`src/rtl/lcb_rx_unpacker.sv`:
```
// LCB response unpacker: frames a packet, checks its header, packs payload into 12-bit words.
// Optional trailing XOR checksum byte is enabled with LCB_RX_CHECKSUM_EN.
module lcb_rx_unpacker #(
    parameter int         FAST_BYTES = 6,
    parameter int         SLOW_BYTES = 3,
    parameter logic [7:0] HEADER     = 8'hA5,
    parameter int         TIMEOUT    = 1000
) (
    input  logic        clk,
    input  logic        rst,
    input  logic        rstTx,
    input  logic [7:0]  iData,
    input  logic        strob,
    output logic [11:0] fData,
    output logic        fVal,
    output logic [11:0] sData,
    output logic        sVal,
    output logic        pktDone,
    output logic        pktErr,
    output logic [7:0]  errCnt
);

    localparam int TW = $clog2(TIMEOUT + 1);
    localparam logic [TW-1:0] TMAX = TW'(TIMEOUT);
    localparam logic [15:0] FAST_LAST = 16'(FAST_BYTES - 1);
    localparam logic [15:0] SLOW_LAST = 16'((SLOW_BYTES > 0) ? SLOW_BYTES - 1 : 0);

    typedef enum logic [1:0] {
        IDLE,
        FAST,
        SLOW
`ifdef LCB_RX_CHECKSUM_EN
        , CHK
`endif
    } state_t;

    state_t      state, state_n;
    logic [15:0] idx, idx_n;
    logic [1:0]  phase, phase_n;
    logic [7:0]  b0, b0_n;
    logic [3:0]  nib, nib_n;
    logic [TW-1:0] timer, timer_n;
    logic [11:0] fdata_n, sdata_n;
    logic        fval_n, sval_n, done_n, err_n;
    logic [7:0]  errcnt_n;
    logic [11:0] word;
    logic        emit, bump, pkt_end, abort;
`ifdef LCB_RX_CHECKSUM_EN
    logic [7:0]  chk, chk_n;
`endif

    always_ff @(posedge clk) begin
        if (rst) begin
            state   <= IDLE;
            idx     <= '0;
            phase   <= '0;
            b0      <= '0;
            nib     <= '0;
            timer   <= '0;
            fData   <= '0;
            sData   <= '0;
            fVal    <= 1'b0;
            sVal    <= 1'b0;
            pktDone <= 1'b0;
            pktErr  <= 1'b0;
            errCnt  <= '0;
`ifdef LCB_RX_CHECKSUM_EN
            chk     <= '0;
`endif
        end else begin
            state   <= state_n;
            idx     <= idx_n;
            phase   <= phase_n;
            b0      <= b0_n;
            nib     <= nib_n;
            timer   <= timer_n;
            fData   <= fdata_n;
            sData   <= sdata_n;
            fVal    <= fval_n;
            sVal    <= sval_n;
            pktDone <= done_n;
            pktErr  <= err_n;
            errCnt  <= errcnt_n;
`ifdef LCB_RX_CHECKSUM_EN
            chk     <= chk_n;
`endif
        end
    end

    always_comb begin
        state_n  = state;
        idx_n    = idx;
        phase_n  = phase;
        b0_n     = b0;
        nib_n    = nib;
        timer_n  = timer;
        fdata_n  = fData;
        sdata_n  = sData;
        fval_n   = 1'b0;
        sval_n   = 1'b0;
        done_n   = 1'b0;
        err_n    = 1'b0;
        errcnt_n = errCnt;
        word     = '0;
        emit     = 1'b0;
        bump     = 1'b0;
        pkt_end  = 1'b0;
        abort    = 1'b0;
`ifdef LCB_RX_CHECKSUM_EN
        chk_n    = chk;
`endif
        if (rstTx) begin
            // Resync drops everything in flight, including a coincident byte
            state_n = IDLE;
            idx_n   = '0;
            phase_n = '0;
            b0_n    = '0;
            nib_n   = '0;
            timer_n = '0;
`ifdef LCB_RX_CHECKSUM_EN
            chk_n   = '0;
`endif
        end else begin
            unique case (state)
                IDLE: begin
                    timer_n = '0;
                    if (strob) begin
                        if (iData == HEADER) begin
                            state_n = FAST;
                            idx_n   = '0;
                            phase_n = '0;
`ifdef LCB_RX_CHECKSUM_EN
                            chk_n   = HEADER;
`endif
                        end else begin
                            bump = 1'b1;
                        end
                    end
                end
                FAST, SLOW: begin
                    if (strob) begin
                        timer_n = '0;
                        idx_n   = idx + 16'd1;
`ifdef LCB_RX_CHECKSUM_EN
                        chk_n   = chk ^ iData;
`endif
                        case (phase)
                            2'd0: begin
                                b0_n    = iData;
                                phase_n = 2'd1;
                            end
                            2'd1: begin
                                word    = {b0, iData[7:4]};
                                nib_n   = iData[3:0];
                                emit    = 1'b1;
                                phase_n = 2'd2;
                            end
                            default: begin
                                word    = {nib, iData};
                                emit    = 1'b1;
                                phase_n = 2'd0;
                            end
                        endcase
                        if (state == FAST) begin
                            fval_n = emit;
                            if (emit) fdata_n = word;
                        end else begin
                            sval_n = emit;
                            if (emit) sdata_n = word;
                        end
                        if (state == FAST && idx == FAST_LAST) begin
                            idx_n   = '0;
                            phase_n = '0;
                            if (SLOW_BYTES > 0) state_n = SLOW;
                            else pkt_end = 1'b1;
                        end else if (state == SLOW && idx == SLOW_LAST) begin
                            idx_n   = '0;
                            phase_n = '0;
                            pkt_end = 1'b1;
                        end
                    end else if (timer == TMAX) begin
                        abort = 1'b1;
                    end else begin
                        timer_n = timer + TW'(1);
                    end
                end
`ifdef LCB_RX_CHECKSUM_EN
                CHK: begin
                    if (strob) begin
                        timer_n = '0;
                        state_n = IDLE;
                        if (iData == chk) begin
                            done_n = 1'b1;
                        end else begin
                            err_n = 1'b1;
                            bump  = 1'b1;
                        end
                    end else if (timer == TMAX) begin
                        abort = 1'b1;
                    end else begin
                        timer_n = timer + TW'(1);
                    end
                end
`endif
                default: state_n = IDLE;
            endcase
            if (pkt_end) begin
`ifdef LCB_RX_CHECKSUM_EN
                state_n = CHK;
`else
                done_n  = 1'b1;
                state_n = IDLE;
`endif
            end
            if (abort) begin
                err_n   = 1'b1;
                bump    = 1'b1;
                state_n = IDLE;
                idx_n   = '0;
                phase_n = '0;
                b0_n    = '0;
                nib_n   = '0;
                timer_n = '0;
            end
        end
        if (bump && errCnt != 8'hFF) errcnt_n = errCnt + 8'd1;
    end

endmodule

```
`config.mk`:
```
export PLATFORM = sky130hd
export DESIGN_NAME = lcb_rx_unpacker
export DESIGN_NICKNAME = d
export VERILOG_FILES = /design/src/rtl/lcb_rx_unpacker.sv
export SDC_FILE = /design/constraint.sdc
export NUM_CORES = 1
export LEC_CHECK = 0
export CAP_MARGIN = 20
export CORE_MARGIN = 3
export CORE_UTILIZATION = 50
export CTS_BUF_LIST = sky130_fd_sc_hd__clkbuf_16
export DETAILED_ROUTE_END_ITERATION = 12
export DONT_BUFFER_PORTS = 1
export PLACE_DENSITY = 0.65
export SYNTH_ARGS = -nofsm -noshare
export SYNTH_HDL_FRONTEND = slang
export SYNTH_SLANG_ARGS = --single-unit
```
`constraint.sdc`:
```
create_clock -name clk -period 4.2 [get_ports clk]
set_input_delay 0.42 -clock clk [delete_from_list [all_inputs] [get_ports clk]]
set_output_delay 0.42 -clock clk [all_outputs]
set_load 0.01 [all_outputs]
```
==> impl_metrics.py, run 1 <==
metrics = {
    "global_routing": {
        "met3_usage_pct": 5.67,
        "use_met1_pct": 24.8,
        "grt_overflow": 0,
        "grt_max_degree": 37,
        "track_usage_pct": 19.3,
        "first_global_vias": 2720,
        "grt_pass1_wl_um": 13000,
        "grtUsageMet2_pct": 30.3,
        "antenna_found_initial": 0,
        "busiest_layer": "met2",
    },
    "clock_network": {
        "cts.clk_slew.worst_paths_ps": 60,
        "cts_sinks": 78,
        "numCtsBuffers": 9,
        "post_cts_resized": 0,
        "ctsHoldBuffers": 0,
        "clk_latency_ps": 330,
        "cts_tree": "done",
        "postCtsSetupRepairBufs": 0,
        "ctsRootBufferMaster": "clkbuf_16",
        "clockBufferDepth": 2,
        "htreeDepth": 3,
    },
    "timing": {
        "maxSlewHeadroom_pct": 41.4,
        "timing.final.crit_share_pct": 58.6,
        "final-max-slew-violation-count": 0,
        "rsz0062_at_grt": "false",
        "clock.fmax_ghz": 0.406,
        "timing.final.crit_period_ps": 2460,
        "holdWs_ps": 162,
        "tns_ps": 0,
        "tightest_slew_ps": 878,
        "hold_violations": 0,
        "final-setup-viol-count": 0,
        "fin_skew_ps": 7.05,
    },
    "pwr": {
        "finalPower_uw": 1570,
        "switching_share_pct": 19.6,
        "internal-power_uw": 1270,
        "power_density_nw_per_um2": 396,
        "seq_power_share_pct": 47.2,
        "ir_worst_vdd_mv": 0.180,
        "pwr-share-clk_pct": 51.4,
        "power_frac_comb_pct": 1.3,
        "power_leakage_uw": 0.00129,
        "switching_power_uw": 308,
    },
    "worst_setup_path": {
        "max_stage_delay_ps": 500,
        "crit_arrival_ps": 2680,
        "crit_type": "flip-flop to flip-flop",
        "crit_family": "simple AND/OR/NAND/NOR gates",
        "path_max_fanout": 11,
        "crit_buf_inv": 1,
        "crit_path_end_kind": "flip-flop",
        "crit_chain": "inv_1, ha_1, and4bb_2, nand3_2, a211oi_1, and3_1, mux2_2",
        "start_kind": "flip-flop",
        "cp.required_ps": 4420,
        "critPathSlowestCell": "ha_1",
    },
    "synthesis": {
        "syn_nets": 448,
        "ys_types": 54,
        "ys_ff_latch": 78,
        "yosys_most_used_dff": "dfxtp_1",
        "synth.top_cell.area_share_pct": 43.3,
        "syn_avg_cell_area_um2": 8.46,
        "netlist_area_um2": 3600,
        "synth_area_leader_cell": "dfxtp_1",
        "synth_cells": 426,
        "ys_warn_count": 0,
        "synthArstFlopShare_pct": 0,
        "seq_area_frac_synth_pct": 43.3,
        "synth_edf_count": 0,
        "yosys-top-cells-area": "dfxtp_1 43%, nor2_1 8.6%, a211oi_1 5.2%",
    },
    "detailed_routing": {
        "wl_per_cell_um": 14.8,
        "num_vias": 2938,
        "drtAntennaViolNets": 0,
        "viasPerCell": 5.64,
        "totalWireLength_um": 7700,
        "drcViolationCount": 0,
        "dr.first_iter.drc_count": 116,
        "drtPass1Iterations": 5,
    },
    "finish": {
        "nets": 442,
        "final_common_cell": "nor2_1",
        "syn_to_final_growth_pct": 10.5,
        "n_fill_cell": 641,
        "utilization_pct": 57.6,
        "layout_common_cells": "83 x nor2_1, 78 x dfxtp_1, 45 x nand2_1, 28 x a21oi_1, 25 x a211oi_1",
        "fin_cells": 521,
        "layout-drive-gt1-share_pct": 7.53,
        "diodes": 0,
    },
    "floorplanning": {
        "fp-row-count": 30,
        "dieWidth_um": 90.9,
        "die_area_um2": 8260,
        "core_area_um2": 6910,
        "pin_count": 48,
        "fp.dieH_um": 90.9,
        "start_util_pct": 52.2,
    },
    "place": {
        "dp.cells": 504,
        "port_buffers": 0,
        "place.gp.congestion": 0.818,
        "dp_hpwl_um": 5370,
    },
    "min_path": {
        "min_path_type": "input port to flip-flop",
    },
    "run": {
        "drv_cap": 0,
    },
    "status": {
        "status": "finished, final reports clean",
    },
}
==> cell usage after synthesis (3+ instances only) <==
library cell,count
nor2_1,83
dfxtp_1,78
nand2_1,45
a21oi_1,28
a211oi_1,25
xnor2_1,18
clkbuf_1,13
nand3_1,12
ha_1,10
inv_1,9
nor3_1,9
buf_2,8
nand4_1,8
o21ai_0,8
mux2i_1,5
and3_1,4
nor4_1,4
nor4b_1,4
xor2_1,4
a31oi_1,3
and4b_1,3
nand2b_1,3
nand3b_1,3
nor2b_1,3
o2111a_1,3
==> final timing paths <==
check / from / endpoint / slack [ps] / cells past startpoint
worst min register to register: b0[7] / b0[7] / 450 / 2
worst min-delay path: rst / errCnt[3] / 160 / 1
worst max register to register: state[0] / errCnt[5] / 1740 / 7
worst max-delay path: state[0] / errCnt[5] / 1740 / 7
==> state kept, by name, summed over array words and instances (netlist names) <==
name	flops
errCnt	8
idx	16
fVal	1
sVal	1
sData	12
state	2
phase	2
pktDone	1
nib	4
b0	8
fData	12
pktErr	1
timer	10
==> through the flow <==
stage               cell area [um2]  setup slack (ps)
global route                   3980              1570
detailed placement             3660              1490
finish                         3980              1740
CTS                            3970              1470
floorplan                      3600              2110
global placement               3660              1640
==> metal layers <==
metal	share of wire (%)	routed length, um
met3	4.9	374
met4	1.2	91
met5	0	0
met2	48	3700
met1	46	3530
==> area by class of cell <==
| cell class | instances | area, um2 | share of cell area, % |
|---|---|---|---|
| Clock inverter | 7 | 90.1 | 2.26 |
| Tap cell | 96 | 120 | 3.02 |
| Timing Repair Buffer | 4 | 30.0 | 0.755 |
| Inverter | 9 | 33.8 | 0.849 |
| Clock buffer | 9 | 225 | 5.66 |
| Multi-Input combinational cell | 318 | 1920 | 48.2 |
| Sequential cell | 78 | 1560 | 39.2 |
==> cell families after synthesis <==
family                   synth area share (%)
buffers and inverters                    3.40
AO/OA/AOI/OAI                            15.4
multiplexers                             2.01
adder cells (fa/ha/maj)                  3.47
XOR/XNOR                                 5.35
flip-flops                               43.3
AND/OR/NAND/NOR                          27.1
==> power groups by stage <==
stage | sequential [uW] | clock [uW] | combinational [uW]
finish | 743 | 809 | 21.2
global route | 743 | 868 | 23.5
CTS | 743 | 830 | 20.4
detailed placement | 760 | 0 | 20.2
global placement | 760 | 0 | 19.8
floorplan | 759 | 0 | 22.4
No activity file was read; power rests on OpenSTA's default activity.
==> run 2, diff against run 1 <==
--- a/config.mk
+++ b/config.mk
@@ -11,7 +11,7 @@
 export CTS_BUF_LIST = sky130_fd_sc_hd__clkbuf_16
 export DETAILED_ROUTE_END_ITERATION = 12
 export DONT_BUFFER_PORTS = 1
-export PLACE_DENSITY = 0.65
+export PLACE_DENSITY = 0.68
 export SYNTH_ARGS = -nofsm -noshare
 export SYNTH_HDL_FRONTEND = slang
 export SYNTH_SLANG_ARGS = --single-unit
==> constraint.sdc (replaced) <==
create_clock -name clk -period 2.15 [get_ports clk]
set_input_delay 0.215 -clock clk [delete_from_list [all_inputs] [get_ports clk]]
set_output_delay 0.215 -clock clk [all_outputs]
set_load 0.01 [all_outputs]
==> run 2 against run 1 <==
Effect of this change:
- via count stayed put
- clock-buffer cell count unchanged
- global-route usage increased by 0.35 points
- cell count increased by 3.3%
- sequential cell count did not move
- first-iteration DRC count down 8.6%
- critical endpoint is now errCnt[4]
- largest power group unchanged
==> impl_metrics.py, run 2 (synthesized netlist as in run 1, its figures left out) <==
metrics = {
    "timing": {
        "fin_skew_ps": 8.32,
        "tns_ps": 0,
        "holdWs_ps": 15.3,
        "rsz0062_at_grt": "false",
        "timing.final.crit_share_pct": 95.5,
        "timing.final.crit_period_ps": 2050,
        "hold_violations": 0,
        "final-max-slew-violation-count": 0,
        "maxSlewHeadroom_pct": 28.7,
        "final-setup-viol-count": 0,
        "tightest_slew_ps": 1070,
        "clock.fmax_ghz": 0.487,
    },
    "floorplanning": {
        "fp-row-count": 30,
        "fp.dieH_um": 90.9,
        "pin_count": 48,
        "core_area_um2": 6910,
        "dieWidth_um": 90.9,
        "start_util_pct": 52.2,
        "die_area_um2": 8260,
    },
    "worst_setup_path": {
        "crit_type": "flip-flop to flip-flop",
        "crit_arrival_ps": 2270,
        "crit_path_end_kind": "flip-flop",
        "cp.required_ps": 2370,
        "start_kind": "flip-flop",
        "path_max_fanout": 7,
    },
    "pwr": {
        "ir_worst_vdd_mv": 0.407,
        "power_leakage_uw": 0.00139,
        "power_density_nw_per_um2": 751,
        "finalPower_uw": 3120,
    },
    "finish": {
        "largest_reg_flops": 16,
        "diodes": 0,
        "layout_common_cells": "83 x nor2_1, 77 x dfxtp_1, 45 x nand2_1, 28 x a21oi_1, 24 x a211oi_1",
        "fin_area_um2": 4160,
        "layout-drive-gt1-share_pct": 12.2,
        "largest_register": "idx",
        "nets": 459,
        "top_regs": "idx x16, fData x12, sData x12",
        "syn_to_final_growth_pct": 15.6,
        "final_common_cell": "nor2_1",
        "utilization_pct": 60.3,
    },
    "status": {
        "status": "finished, final reports clean",
    },
    "detailed_routing": {
        "wl_per_cell_um": 14.7,
        "num_vias": 2938,
        "dr.first_iter.drc_count": 106,
        "viasPerCell": 5.46,
        "drcViolationCount": 0,
        "totalWireLength_um": 7930,
        "drtAntennaViolNets": 0,
        "drtPass1Iterations": 5,
    },
    "clock_network": {
        "ctsRootBufferMaster": "clkbuf_16",
        "numCtsBuffers": 9,
        "clockBufferDepth": 2,
        "cts_tree": "done",
        "htreeDepth": 3,
        "clk_latency_ps": 330,
        "cts_sinks": 78,
        "cts.clk_slew.worst_paths_ps": 60,
    },
    "global_routing": {
        "antenna_found_initial": 0,
        "grt_max_degree": 30,
        "grt_overflow": 0,
        "track_usage_pct": 19.7,
        "first_global_vias": 2623,
        "grt_pass1_wl_um": 13300,
    },
    "place": {
        "port_buffers": 0,
        "place_area_um2": 3800,
        "dp_hpwl_um": 5600,
        "place.gp.congestion": 0.839,
    },
    "run": {
        "drv_cap": 0,
    },
    "min_path": {
        "min_path_type": "input port to flip-flop",
    },
}
-- run 2: area by class of cell --
cell class,count,area (um2)
Fill cell,644,2740
Multi-Input combinational cell,318,1940
Sequential cell,78,1560
Clock buffer,9,225
Timing Repair Buffer,21,185
Tap cell,96,120
Clock inverter,7,96.3
Inverter,9,33.8
-- run 2: through the flow --
stage          cells  setup slack (ps)
2_1_floorplan    426              61.7
3_3_place_gp     520              82.6
3_5_place_dp     520             -35.8
4_1_cts          537              20.2
5_1_grt          538              5.25
6_report         538              97.3
-- run 2: worst paths after layout --
check        cells after the start  startpoint        end  slack, ps
min reg2reg                      2       b0[7]      b0[7]        450
max reg2reg                      8    state[0]  errCnt[4]        100
min                              2    iData[7]      b0[7]         20
max                              8    state[0]  errCnt[4]        100
-- run 2: layer usage --
| layer | track usage [%] | vias up | routed length (um) |
|---|---|---|---|
| met4 | 5.65 | 0 | 76 |
| met2 | 31.7 | 51 | 3800 |
| met3 | 6.67 | 9 | 483 |
| li1 | - | 1520 | - |
| met5 | 0 | - | 0 |
| met1 | 25.0 | 1358 | 3570 |
-- run 2: where the power goes --
group | leakage (uW) | internal (uW) | switching, uW | total [uW]
registers | 0.000629 | 1450 | 4.43 | 1450
clock network | 0.000160 | 1020 | 596 | 1620
logic | 0.000603 | 22.3 | 34.0 | 56.3
total | 0.00139 | 2490 | 635 | 3120
-- run 2: timing repair --
item | CTS | global route
endpoints found under the setup margin | 3 | 7
hold endpoints to repair | 29 | 0
pin swaps | 0 | 2
hold buffers | 1 | 0
buffers inserted | 0 | 1
resized for setup | 1 | 4
-- run 2: worst max-delay path, stage by stage (launching register included) --
cell,delay (ps)
dfxtp_1,320
inv_1,80
ha_4,300
and4bb_2,280
nand3_2,100
buf_4,180
a211oi_4,210
nand4_1,150
mux2_4,330
